==> config.mk <==
export PLATFORM = sky130hd
export DESIGN_NAME = mem_arbiter2_flat
export DESIGN_NICKNAME = d
export VERILOG_FILES = /design/src/rtl/mem_arbiter2_pkg.sv /design/src/rtl/mem_arbiter2_if.sv /design/src/rtl/mem_arbiter2_rr_pick2.sv /design/src/rtl/mem_arbiter2.sv /design/src/flat_wrapper.sv
export SDC_FILE = /design/constraint.sdc
export NUM_CORES = 1
export LEC_CHECK = 0
export ABC_AREA = 1
export CAP_MARGIN = 15
export CORE_MARGIN = 3
export CORE_UTILIZATION = 30
export CTS_BUF_LIST = sky130_fd_sc_hd__clkbuf_8
export DETAILED_ROUTE_END_ITERATION = 7
export PLACE_DENSITY = 0.8
export SLEW_MARGIN = 20
export SYNTH_ARGS = -nofsm -noshare
export SYNTH_HDL_FRONTEND = slang
export SYNTH_SLANG_ARGS = --single-unit
==> constraint.sdc <==
create_clock -name clk -period 2.6 [get_ports clk]
set_clock_uncertainty 0.15 [all_clocks]
set_input_delay 0.26 -clock clk [delete_from_list [all_inputs] [get_ports clk]]
set_output_delay 0.26 -clock clk [all_outputs]
set_load 0.01 [all_outputs]
==> src/rtl/mem_arbiter2_pkg.sv <==
// mem_arbiter2_pkg: shared definitions for the two-master memory arbiter.
//   - FSM state encoding, kept as plain constants so that legacy code
//     matching on the raw values still works.
//   - Default starvation limit for the arbiter.
package mem_arbiter2_pkg;

  typedef logic [1:0] arb_state_t;

  localparam arb_state_t ST_IDLE    = 2'd0;
  localparam arb_state_t ST_BUSY    = 2'd1;
  localparam arb_state_t ST_RELEASE = 2'd2;

  localparam int MAX_WAIT_DEFAULT = 8;

endpackage

==> src/rtl/mem_arbiter2_if.sv <==
// mem_arbiter2_if: bundle of all request/response signals around the arbiter.
//   m0_* : master 0 (CPU)  valid/addr/wdata/wstrb in, ready/rdata out
//   m1_* : master 1 (DMA)  same as m0_*
//   s_*  : shared SDRAM controller, valid/addr/wdata/wstrb out, ready/rdata in
//   grant: owner of the current or last transaction (0 = m0, 1 = m1)
// Modports:
//   slave  - the arbiter's view (serves both masters, drives the SDRAM side)
//   master - the surrounding system's view (masters + SDRAM controller)
interface mem_arbiter2_if #(
  parameter int ADDR_W = 32
);
  logic              m0_valid;
  logic              m0_ready;
  logic [ADDR_W-1:0] m0_addr;
  logic [31:0]       m0_wdata;
  logic [3:0]        m0_wstrb;
  logic [31:0]       m0_rdata;

  logic              m1_valid;
  logic              m1_ready;
  logic [ADDR_W-1:0] m1_addr;
  logic [31:0]       m1_wdata;
  logic [3:0]        m1_wstrb;
  logic [31:0]       m1_rdata;

  logic              s_valid;
  logic              s_ready;
  logic [ADDR_W-1:0] s_addr;
  logic [31:0]       s_wdata;
  logic [3:0]        s_wstrb;
  logic [31:0]       s_rdata;

  logic              grant;

  modport slave (
    input  m0_valid, m0_addr, m0_wdata, m0_wstrb,
    output m0_ready, m0_rdata,
    input  m1_valid, m1_addr, m1_wdata, m1_wstrb,
    output m1_ready, m1_rdata,
    output s_valid, s_addr, s_wdata, s_wstrb,
    input  s_ready, s_rdata,
    output grant
  );

  modport master (
    output m0_valid, m0_addr, m0_wdata, m0_wstrb,
    input  m0_ready, m0_rdata,
    output m1_valid, m1_addr, m1_wdata, m1_wstrb,
    input  m1_ready, m1_rdata,
    input  s_valid, s_addr, s_wdata, s_wstrb,
    output s_ready, s_rdata,
    input  grant
  );

endinterface

==> src/rtl/mem_arbiter2_rr_pick2.sv <==
// rr_pick2: purely combinational winner selection for two requesters.
//   m0_valid, m1_valid : current requests
//   last_grant         : owner of the previous transaction
//   starve0, starve1   : requester has reached its wait limit
//   any_valid          : at least one request is present
//   winner             : selected requester (0 = m0, 1 = m1)
module rr_pick2 (
  input  logic m0_valid,
  input  logic m1_valid,
  input  logic last_grant,
  input  logic starve0,
  input  logic starve1,
  output logic any_valid,
  output logic winner
);

  always_comb begin
    any_valid = m0_valid | m1_valid;
    winner    = 1'b0;
    if (m0_valid && m1_valid) begin
      // A starving requester overrides round-robin; if both are starving
      // the override cancels out and round-robin decides.
      if (starve0 && !starve1) begin
        winner = 1'b0;
      end else if (starve1 && !starve0) begin
        winner = 1'b1;
      end else begin
        winner = ~last_grant;
      end
    end else begin
      // Lone requester wins even if it also owned the last transaction.
      winner = m1_valid;
    end
  end

endmodule

==> src/rtl/mem_arbiter2.sv <==
// mem_arbiter2: shares one SDRAM controller port between a CPU (m0) and a
// DMA engine (m1).
//   clk    : system clock, all state on its rising edge
//   reset  : asynchronous, active-high
//   bus    : mem_arbiter2_if.slave, carrying m0_*, m1_*, s_* and grant
// Flow: IDLE picks a winner and latches its request, BUSY presents it to
// the controller until s_ready (completion is forwarded combinationally to
// the owner), RELEASE is a single dead cycle so the owner can drop valid.
module mem_arbiter2
  import mem_arbiter2_pkg::*;
#(
  parameter int ADDR_W   = 32,
  parameter int MAX_WAIT = MAX_WAIT_DEFAULT
) (
  input  logic          clk,
  input  logic          reset,
  mem_arbiter2_if.slave bus
);

  localparam int              CW       = $clog2(MAX_WAIT + 2);
  localparam logic [CW-1:0]   WAIT_SAT = CW'(MAX_WAIT);

  arb_state_t        state_q, state_d;
  logic [ADDR_W-1:0] s_addr_q, s_addr_d;
  logic [31:0]       s_wdata_q, s_wdata_d;
  logic [3:0]        s_wstrb_q, s_wstrb_d;
  logic              grant_q, grant_d;
  logic [CW-1:0]     wait0_q, wait0_d;
  logic [CW-1:0]     wait1_q, wait1_d;

  logic any_valid;
  logic winner;
  logic starve0;
  logic starve1;
  logic busy;
  logic done;

  function automatic logic [CW-1:0] sat_inc(input logic [CW-1:0] v);
    return (v == WAIT_SAT) ? v : v + CW'(1);
  endfunction

  assign starve0 = (wait0_q == WAIT_SAT);
  assign starve1 = (wait1_q == WAIT_SAT);

  rr_pick2 u_pick (
    .m0_valid   (bus.m0_valid),
    .m1_valid   (bus.m1_valid),
    .last_grant (grant_q),
    .starve0    (starve0),
    .starve1    (starve1),
    .any_valid  (any_valid),
    .winner     (winner)
  );

  always_comb begin
    state_d   = state_q;
    s_addr_d  = s_addr_q;
    s_wdata_d = s_wdata_q;
    s_wstrb_d = s_wstrb_q;
    grant_d   = grant_q;
    // A master that drops valid stops waiting, whatever the FSM is doing.
    wait0_d   = bus.m0_valid ? wait0_q : '0;
    wait1_d   = bus.m1_valid ? wait1_q : '0;

    case (state_q)
      ST_IDLE: begin
        if (any_valid) begin
          grant_d = winner;
          state_d = ST_BUSY;
          if (winner) begin
            s_addr_d  = bus.m1_addr;
            s_wdata_d = bus.m1_wdata;
            s_wstrb_d = bus.m1_wstrb;
            wait1_d   = '0;
            if (bus.m0_valid) wait0_d = sat_inc(wait0_q);
          end else begin
            s_addr_d  = bus.m0_addr;
            s_wdata_d = bus.m0_wdata;
            s_wstrb_d = bus.m0_wstrb;
            wait0_d   = '0;
            if (bus.m1_valid) wait1_d = sat_inc(wait1_q);
          end
        end
      end
      ST_BUSY: begin
        if (bus.s_ready) state_d = ST_RELEASE;
      end
      ST_RELEASE: begin
        state_d = ST_IDLE;
      end
      default: begin
        state_d = ST_IDLE;
      end
    endcase
  end

  always_ff @(posedge clk or posedge reset) begin
    if (reset) begin
      state_q   <= ST_IDLE;
      s_addr_q  <= '0;
      s_wdata_q <= '0;
      s_wstrb_q <= '0;
      grant_q   <= 1'b0;
      wait0_q   <= '0;
      wait1_q   <= '0;
    end else begin
      state_q   <= state_d;
      s_addr_q  <= s_addr_d;
      s_wdata_q <= s_wdata_d;
      s_wstrb_q <= s_wstrb_d;
      grant_q   <= grant_d;
      wait0_q   <= wait0_d;
      wait1_q   <= wait1_d;
    end
  end

  // s_ready outside BUSY never reaches a master.
  assign busy = (state_q == ST_BUSY);
  assign done = busy && bus.s_ready;

  assign bus.s_valid  = busy;
  assign bus.s_addr   = s_addr_q;
  assign bus.s_wdata  = s_wdata_q;
  assign bus.s_wstrb  = s_wstrb_q;
  assign bus.grant    = grant_q;

  assign bus.m0_ready = done && !grant_q;
  assign bus.m1_ready = done &&  grant_q;
  assign bus.m0_rdata = bus.m0_ready ? bus.s_rdata : '0;
  assign bus.m1_rdata = bus.m1_ready ? bus.s_rdata : '0;

endmodule

==> src/flat_wrapper.sv <==
// flat-port wrapper written by rule: the top's interface ports become plain ports
module mem_arbiter2_flat import mem_arbiter2_pkg::*;
#(
  parameter int ADDR_W   = 32,
  parameter int MAX_WAIT = MAX_WAIT_DEFAULT
)
  (clk, reset, bus_m0_valid, bus_m0_addr, bus_m0_wdata, bus_m0_wstrb, bus_m0_ready, bus_m0_rdata, bus_m1_valid, bus_m1_addr, bus_m1_wdata, bus_m1_wstrb, bus_m1_ready, bus_m1_rdata, bus_s_valid, bus_s_addr, bus_s_wdata, bus_s_wstrb, bus_s_ready, bus_s_rdata, bus_grant);
  mem_arbiter2_if #(.ADDR_W(ADDR_W)) bus_i ();
  input  logic clk;
  input  logic reset;
  input wire logic [$bits(bus_i.m0_valid)-1:0] bus_m0_valid;
  input wire logic [$bits(bus_i.m0_addr)-1:0] bus_m0_addr;
  input wire logic [$bits(bus_i.m0_wdata)-1:0] bus_m0_wdata;
  input wire logic [$bits(bus_i.m0_wstrb)-1:0] bus_m0_wstrb;
  output wire logic [$bits(bus_i.m0_ready)-1:0] bus_m0_ready;
  output wire logic [$bits(bus_i.m0_rdata)-1:0] bus_m0_rdata;
  input wire logic [$bits(bus_i.m1_valid)-1:0] bus_m1_valid;
  input wire logic [$bits(bus_i.m1_addr)-1:0] bus_m1_addr;
  input wire logic [$bits(bus_i.m1_wdata)-1:0] bus_m1_wdata;
  input wire logic [$bits(bus_i.m1_wstrb)-1:0] bus_m1_wstrb;
  output wire logic [$bits(bus_i.m1_ready)-1:0] bus_m1_ready;
  output wire logic [$bits(bus_i.m1_rdata)-1:0] bus_m1_rdata;
  output wire logic [$bits(bus_i.s_valid)-1:0] bus_s_valid;
  output wire logic [$bits(bus_i.s_addr)-1:0] bus_s_addr;
  output wire logic [$bits(bus_i.s_wdata)-1:0] bus_s_wdata;
  output wire logic [$bits(bus_i.s_wstrb)-1:0] bus_s_wstrb;
  input wire logic [$bits(bus_i.s_ready)-1:0] bus_s_ready;
  input wire logic [$bits(bus_i.s_rdata)-1:0] bus_s_rdata;
  output wire logic [$bits(bus_i.grant)-1:0] bus_grant;
  assign bus_i.m0_valid = bus_m0_valid;
  assign bus_i.m0_addr = bus_m0_addr;
  assign bus_i.m0_wdata = bus_m0_wdata;
  assign bus_i.m0_wstrb = bus_m0_wstrb;
  assign bus_m0_ready = bus_i.m0_ready;
  assign bus_m0_rdata = bus_i.m0_rdata;
  assign bus_i.m1_valid = bus_m1_valid;
  assign bus_i.m1_addr = bus_m1_addr;
  assign bus_i.m1_wdata = bus_m1_wdata;
  assign bus_i.m1_wstrb = bus_m1_wstrb;
  assign bus_m1_ready = bus_i.m1_ready;
  assign bus_m1_rdata = bus_i.m1_rdata;
  assign bus_s_valid = bus_i.s_valid;
  assign bus_s_addr = bus_i.s_addr;
  assign bus_s_wdata = bus_i.s_wdata;
  assign bus_s_wstrb = bus_i.s_wstrb;
  assign bus_i.s_ready = bus_s_ready;
  assign bus_i.s_rdata = bus_s_rdata;
  assign bus_grant = bus_i.grant;
  mem_arbiter2 #(.ADDR_W(ADDR_W), .MAX_WAIT(MAX_WAIT)) u_core (.clk(clk), .reset(reset), .bus(bus_i));
endmodule
Word level (Yosys, flattened, before mapping) --
Index checks and enable logic that the tools add are counted.
Storage, ports and cells: flip-flop bits (word level) 79, bits of input ports 173, output and inout port bits 136, logic and storage cells 53
Operators by class: add/subtract/negate cells 2, equal/unequal tests 7, multiplexer cells 23, bitwise logic cells 2, reductions and logical operators 12
Operators by type and width (number):
- $mux 32 | 4
- $mux 4 | 13
- $ne 5x5->1 const B | 2
- $add 4x1->4 const B | 2
- $eq 4x4->1 const B | 2
- $logic_and 1x1->1 | 6
- $mux 2 | 2
- $pmux 2 s2 | 1
- $reduce_and 2->1 | 2
- $logic_not 1->1 | 3
- $mux 1 | 3
- $eq 2x1->1 const B | 1
- $logic_not 2->1 | 1
- $ne 2x1->1 const B | 1
- $ne 2x2->1 const B | 1
- $not 1->1 | 1
- $or 1x1->1 | 1

Depth between registers and ports, before layout --
depth after elaboration 9, depth in mapped cells 13, mapped depth without buffers 11

Hierarchy --
A second synthesis with hierarchy kept.
Second synthesis, totals: cells, all modules 587, area total of the unflattened synthesis 4174.0 um^2
Modules (own cells, without submodules):
- mem_arbiter2 | instances 1, cells each 579, area an instance 4142.7 um^2, seq. area each 1976.9 um^2
- rr_pick2 | instances 1, cells each 8, area an instance 31.3 um^2, seq. area each 0.0 um^2

Worst setup path after synthesis --
Ideal clock, no wire load.
path kind reg2out, start register u_core.state_q[1], end output port bus_m1_rdata[10], arrival time 1435 ps, required time 2190 ps, setup slack 755 ps, cell stages (with the launch flop) 7, buffers on the path 1, cell sequence dfrtp_1 -> nor2_1 -> nand2_1 -> nor2_1 -> inv_1 -> clkbuf_1 -> nor2_1
On the way: longest elaborated chain between the ends 4
RTL lines:
- start: declaration | line mem_arbiter2.sv:23 | arb_state_t state_q, state_d;
- start signal: assignment | line mem_arbiter2.sv:107 | state_q <= state_d;
- $eq 2x1->1 | line mem_arbiter2.sv:118 | assign busy = (state_q == ST_BUSY);
- via bus_s_valid | line flat_wrapper.sv:23 | output wire logic [$bits(bus_i.s_valid)-1:0] bus_s_valid;
- $logic_and 1x1->1 | line mem_arbiter2.sv:119 | assign done = busy && bus.s_ready;
- $logic_and 1x1->1 | line mem_arbiter2.sv:128 | assign bus.m1_ready = done && grant_q;
- via bus_m1_ready | line flat_wrapper.sv:21 | output wire logic [$bits(bus_i.m1_ready)-1:0] bus_m1_ready;
- $mux 32 | line mem_arbiter2.sv:130 | assign bus.m1_rdata = bus.m1_ready ? bus.s_rdata : '0;
- end: declaration | line flat_wrapper.sv:22 | output wire logic [$bits(bus_i.m1_rdata)-1:0] bus_m1_rdata;
The timed path passes the listed nets, and every way through them passes these cells.

Worst setup path in the final report --
start register u_core.state_q[1], end output port bus_m0_rdata[2]
On the way: longest elaborated chain between the ends 4
RTL lines:
- $eq 2x1->1 | line mem_arbiter2.sv:118
- $logic_and 1x1->1 | line mem_arbiter2.sv:119
- $logic_and 1x1->1 | line mem_arbiter2.sv:127 | assign bus.m0_ready = done && !grant_q;
- $mux 32 | line mem_arbiter2.sv:129 | assign bus.m0_rdata = bus.m0_ready ? bus.s_rdata : '0;
- end: declaration | line flat_wrapper.sv:16 | output wire logic [$bits(bus_i.m0_rdata)-1:0] bus_m0_rdata;
Every way passes these cells.

==> summary.json <==
{
  "fraction_of_layout_instances_using_a_drive_strength_above_1_pct": 4.36,
  "setup-violations-final": 0,
  "cts.hold.buffers_added": 0,
  "place_congestion": 0.792,
  "route.detailed.vias_per_inst": 4.40,
  "core_area_sq_um": 16100,
  "yosys-mux-area-fraction_pct": 0,
  "drt.antenna.violating_nets": 0,
  "critical_path.max_fanout": 32,
  "synthAdderAreaFrac_pct": 1.01,
  "final_max_slew_viol_count": 0,
  "netlist_instances": 779,
  "clk_lat_worst_skew_ns": 0.36,
  "critical_path.endpoint_type": "output pin",
  "input_output_buffers": 308,
  "synth_largest_area_cell": "sky130_fd_sc_hd__dfrtp_1",
  "worst_min_delay_path_class": "in -> async",
  "dp_hpwl_um": 13500,
  "design.portCount": 309,
  "clk_transition_reported_paths_ns": 0.09,
  "initial_utilization_pct": 30.9,
  "worst_ir_drop_vdd_mv": 0.514,
  "timing.reg2reg.setup_slack_ns": 0.31,
  "area_used_by_multi_input_combinational_logic_sq_um": 2080,
  "kind_of_launch_point_of_the_worst_setup_path": "flip-flop",
  "power.density_nw_per_um2": 795,
  "final.setup.worst_slack_ns": 0.0600,
  "period_minus_slack_ns": 2.54,
  "ys.warnings.count": 0,
  "syn_avg_cell_area_sq_um": 6.37,
  "mapped_area_sq_um": 4970,
  "dp_cells": 1277,
  "cts_sinks": 79,
  "setup-tns-final_ns": 0,
  "post_synthesis_to_final_layout_area_growth_pct": 73.7,
  "compound_gate_fraction_of_synth_area_pct": 1.51,
  "antenna_cells_inserted": 0,
  "arrival_ns": 2.13,
  "dieWidth_um": 135,
  "seq_area_sq_um": 1980,
  "postCtsResizedCells": 1,
  "num-fill-cells": 1492,
  "synthSimpleGateAreaFrac_pct": 39.0,
  "synthTopCellsByArea": "sky130_fd_sc_hd__dfrtp_1, sky130_fd_sc_hd__nand2_1, sky130_fd_sc_hd__nand3_1",
  "grt_first_pass_wirelength_um": 27300,
  "cts_post_setup_buffers_inserted": 0,
  "finalCritPeriodShare_pct": 97.7,
  "htreeDepth": 3,
  "globalRouteTotalUtil_pct": 18.7,
  "ys_seq_elements": 79,
  "via_count": 5685,
  "timing.fmax_ghz": 0.394,
  "unrepaired_setup_endpoints_after_global_routing": "true",
  "cts_buffers": 9,
  "detail_route.first_pass.iterations": 5,
  "fin_nets": 1249,
  "ys_seq_area_share_pct": 39.8,
  "worst_setup_path_startpoint": "u_core.state_q[1]$_DFFE_PP0P_",
  "instances_no_fill": 1293,
  "critPathKind": "reg -> out",
  "detailedRoute.firstIterationViolations": 238,
  "number_of_antenna_violations_at_the_first_check_in_global_routing": 0,
  "cts_tree": "done",
  "cts_max_path_buffers": 2,
  "pre_cts_ws_ns": 0.213,
  "maxCapViolations": 0,
  "postRouteWirelength_um": 18000,
  "post_synth_xor_area_fraction_pct": 0.353,
  "leakagePower_nw": 5.53,
  "synthDominantCellAreaShare_pct": 39.8,
  "rows": 46,
  "worstMarginPinSlew_ns": 0.630,
  "fp.dieH_um": 135,
  "die_area_sq_um": 18100,
  "synth_top_family_by_area": "simple AND/OR/NAND/NOR gates",
  "synth_cell_type_count": 27,
  "drc": 0,
  "grt_start_max_net_pins": 80,
  "grt-ovfl-total": 0,
  "synthesis.nets": 956,
  "avgRoutedWirePerCell_um": 13.9,
  "slew_limit_headroom_pct": 58.0,
  "timing.final.hold_violations": 0,
  "clock_tree.root_cell": "sky130_fd_sc_hd__clkbuf_8",
  "run_status": "complete, no violations",
  "critical_path_required_ns": 2.19,
  "critical_path.reg2reg.startpoint": "u_core.wait0_q[0]$_DFFE_PP0P_",
  "via_count_of_the_first_global_routing_pass": 5480
}
report_power, final:
| group | switching [mW] | total, mW | leakage, nW | internal, mW |
|---|---|---|---|---|
| clock | 0.461 | 0.997 | 0.115 | 0.536 |
| combinational | 1.90 | 3.75 | 4.44 | 1.85 |
| sequential | 0.318 | 2.11 | 0.974 | 1.79 |
| total | 2.68 | 6.86 | 5.53 | 4.18 |
placed cells by master (no fill, tap or decap), types with 9 or more instances in the layout:
cell type	n
sky130_fd_sc_hd__nand3_1	144
sky130_fd_sc_hd__dlymetal6s2s_1	58
sky130_fd_sc_hd__inv_1	185
sky130_fd_sc_hd__clkbuf_8	9
sky130_fd_sc_hd__nand2_1	225
sky130_fd_sc_hd__nor2_1	69
sky130_fd_sc_hd__dfrtp_1	79
sky130_fd_sc_hd__buf_4	11
sky130_fd_sc_hd__clkdlybuf4s50_1	249
stage by stage:
stage | hold slack (ns) | instance area (sq um) | util (%) | power, mW
5_1_grt | 0.183 | 8630 | 53.7 | 7.37
3_3_place_gp | 0.311 | 8260 | 51.4 | 5.86
6_report | 0.146 | 8630 | 53.7 | 6.86
3_5_place_dp | 0.315 | 8260 | 51.4 | 5.94
2_1_floorplan | 0.196 | 4970 | - | 3.79
4_1_cts | 0.167 | 8470 | 52.8 | 6.98
cell type report:
class	count	share of cell area (%)
sequential	79	22.9
clock buffer	9	1.44
inverter	190	8.28
multi-input combinational	469	24.1
clock inverter	7	1.02
timing repair buffer	323	39.1
tap	216	3.13
sequential cells by signal, indices dropped and copies added (netlist names):
register and flops:
u_core.bus.grant 1, u_core.bus.s_addr 32, u_core.bus.s_wdata 32, u_core.bus.s_wstrb 4, u_core.state_q 2, u_core.wait0_q 4, u_core.wait1_q 4
logic make-up (layout without fill, tap and decap cells):
group           after synthesis  count (layout)
compound gates               10              10
xor+xnor                      2               2
fa+ha+maj                     4               4
buf+inv                     231             529
flops                        79              79
simple gates                453             453
cells in the mapped netlist, drive strengths merged:
| cell | instances |
|---|---|
| ha | 4 |
| buf | 20 |
| a21oi | 1 |
| o21ai | 4 |
| a31o | 1 |
| nand2 | 228 |
| clkbuf | 21 |
| xor2 | 2 |
| nand3 | 146 |
| o2111ai | 1 |
| dfrtp | 79 |
| inv | 190 |
| o31ai | 1 |
| nand4 | 5 |
| nand3b | 1 |
| a31oi | 1 |
| a21boi | 1 |
| nor2 | 73 |
critical path, cell delays in order, from the launching register on:
cell                              delay [ns]
sky130_fd_sc_hd__dfrtp_1                0.43
sky130_fd_sc_hd__nor2_1                 0.19
sky130_fd_sc_hd__nand2_1                0.13
sky130_fd_sc_hd__nor2_1                 0.14
sky130_fd_sc_hd__inv_1                  0.06
sky130_fd_sc_hd__buf_6                  0.18
sky130_fd_sc_hd__nor2_1                 0.10
sky130_fd_sc_hd__clkdlybuf4s50_1        0.54
path summary, 6_finish.rpt:
check | endpoint | cells past startpoint
max | bus_m0_rdata[2] | 7
min | u_core.bus.s_wdata[11]$_DFFE_PP0P_ | 3
max reg2reg | u_core.bus.s_wdata[0]$_DFFE_PP0P_ | 10
min reg2reg | u_core.bus.s_wdata[18]$_DFFE_PP0P_ | 2
max in group asynchronous | u_core.bus.s_addr[9]$_DFFE_PP0P_ | 3
min in group clk | u_core.bus.s_wdata[18]$_DFFE_PP0P_ | 2
per-layer routing:
metal | vias to the layer above | wire (um) | global-route usage (%)
li1 | 2879 | - | -
met1 | 2575 | 7030 | 21.6
met2 | 203 | 9380 | 34.0
met3 | 28 | 1190 | 4.40
met4 | 0 | 402 | 6.22
met5 | - | 0 | 0
(Power assumes the default switching activity.)
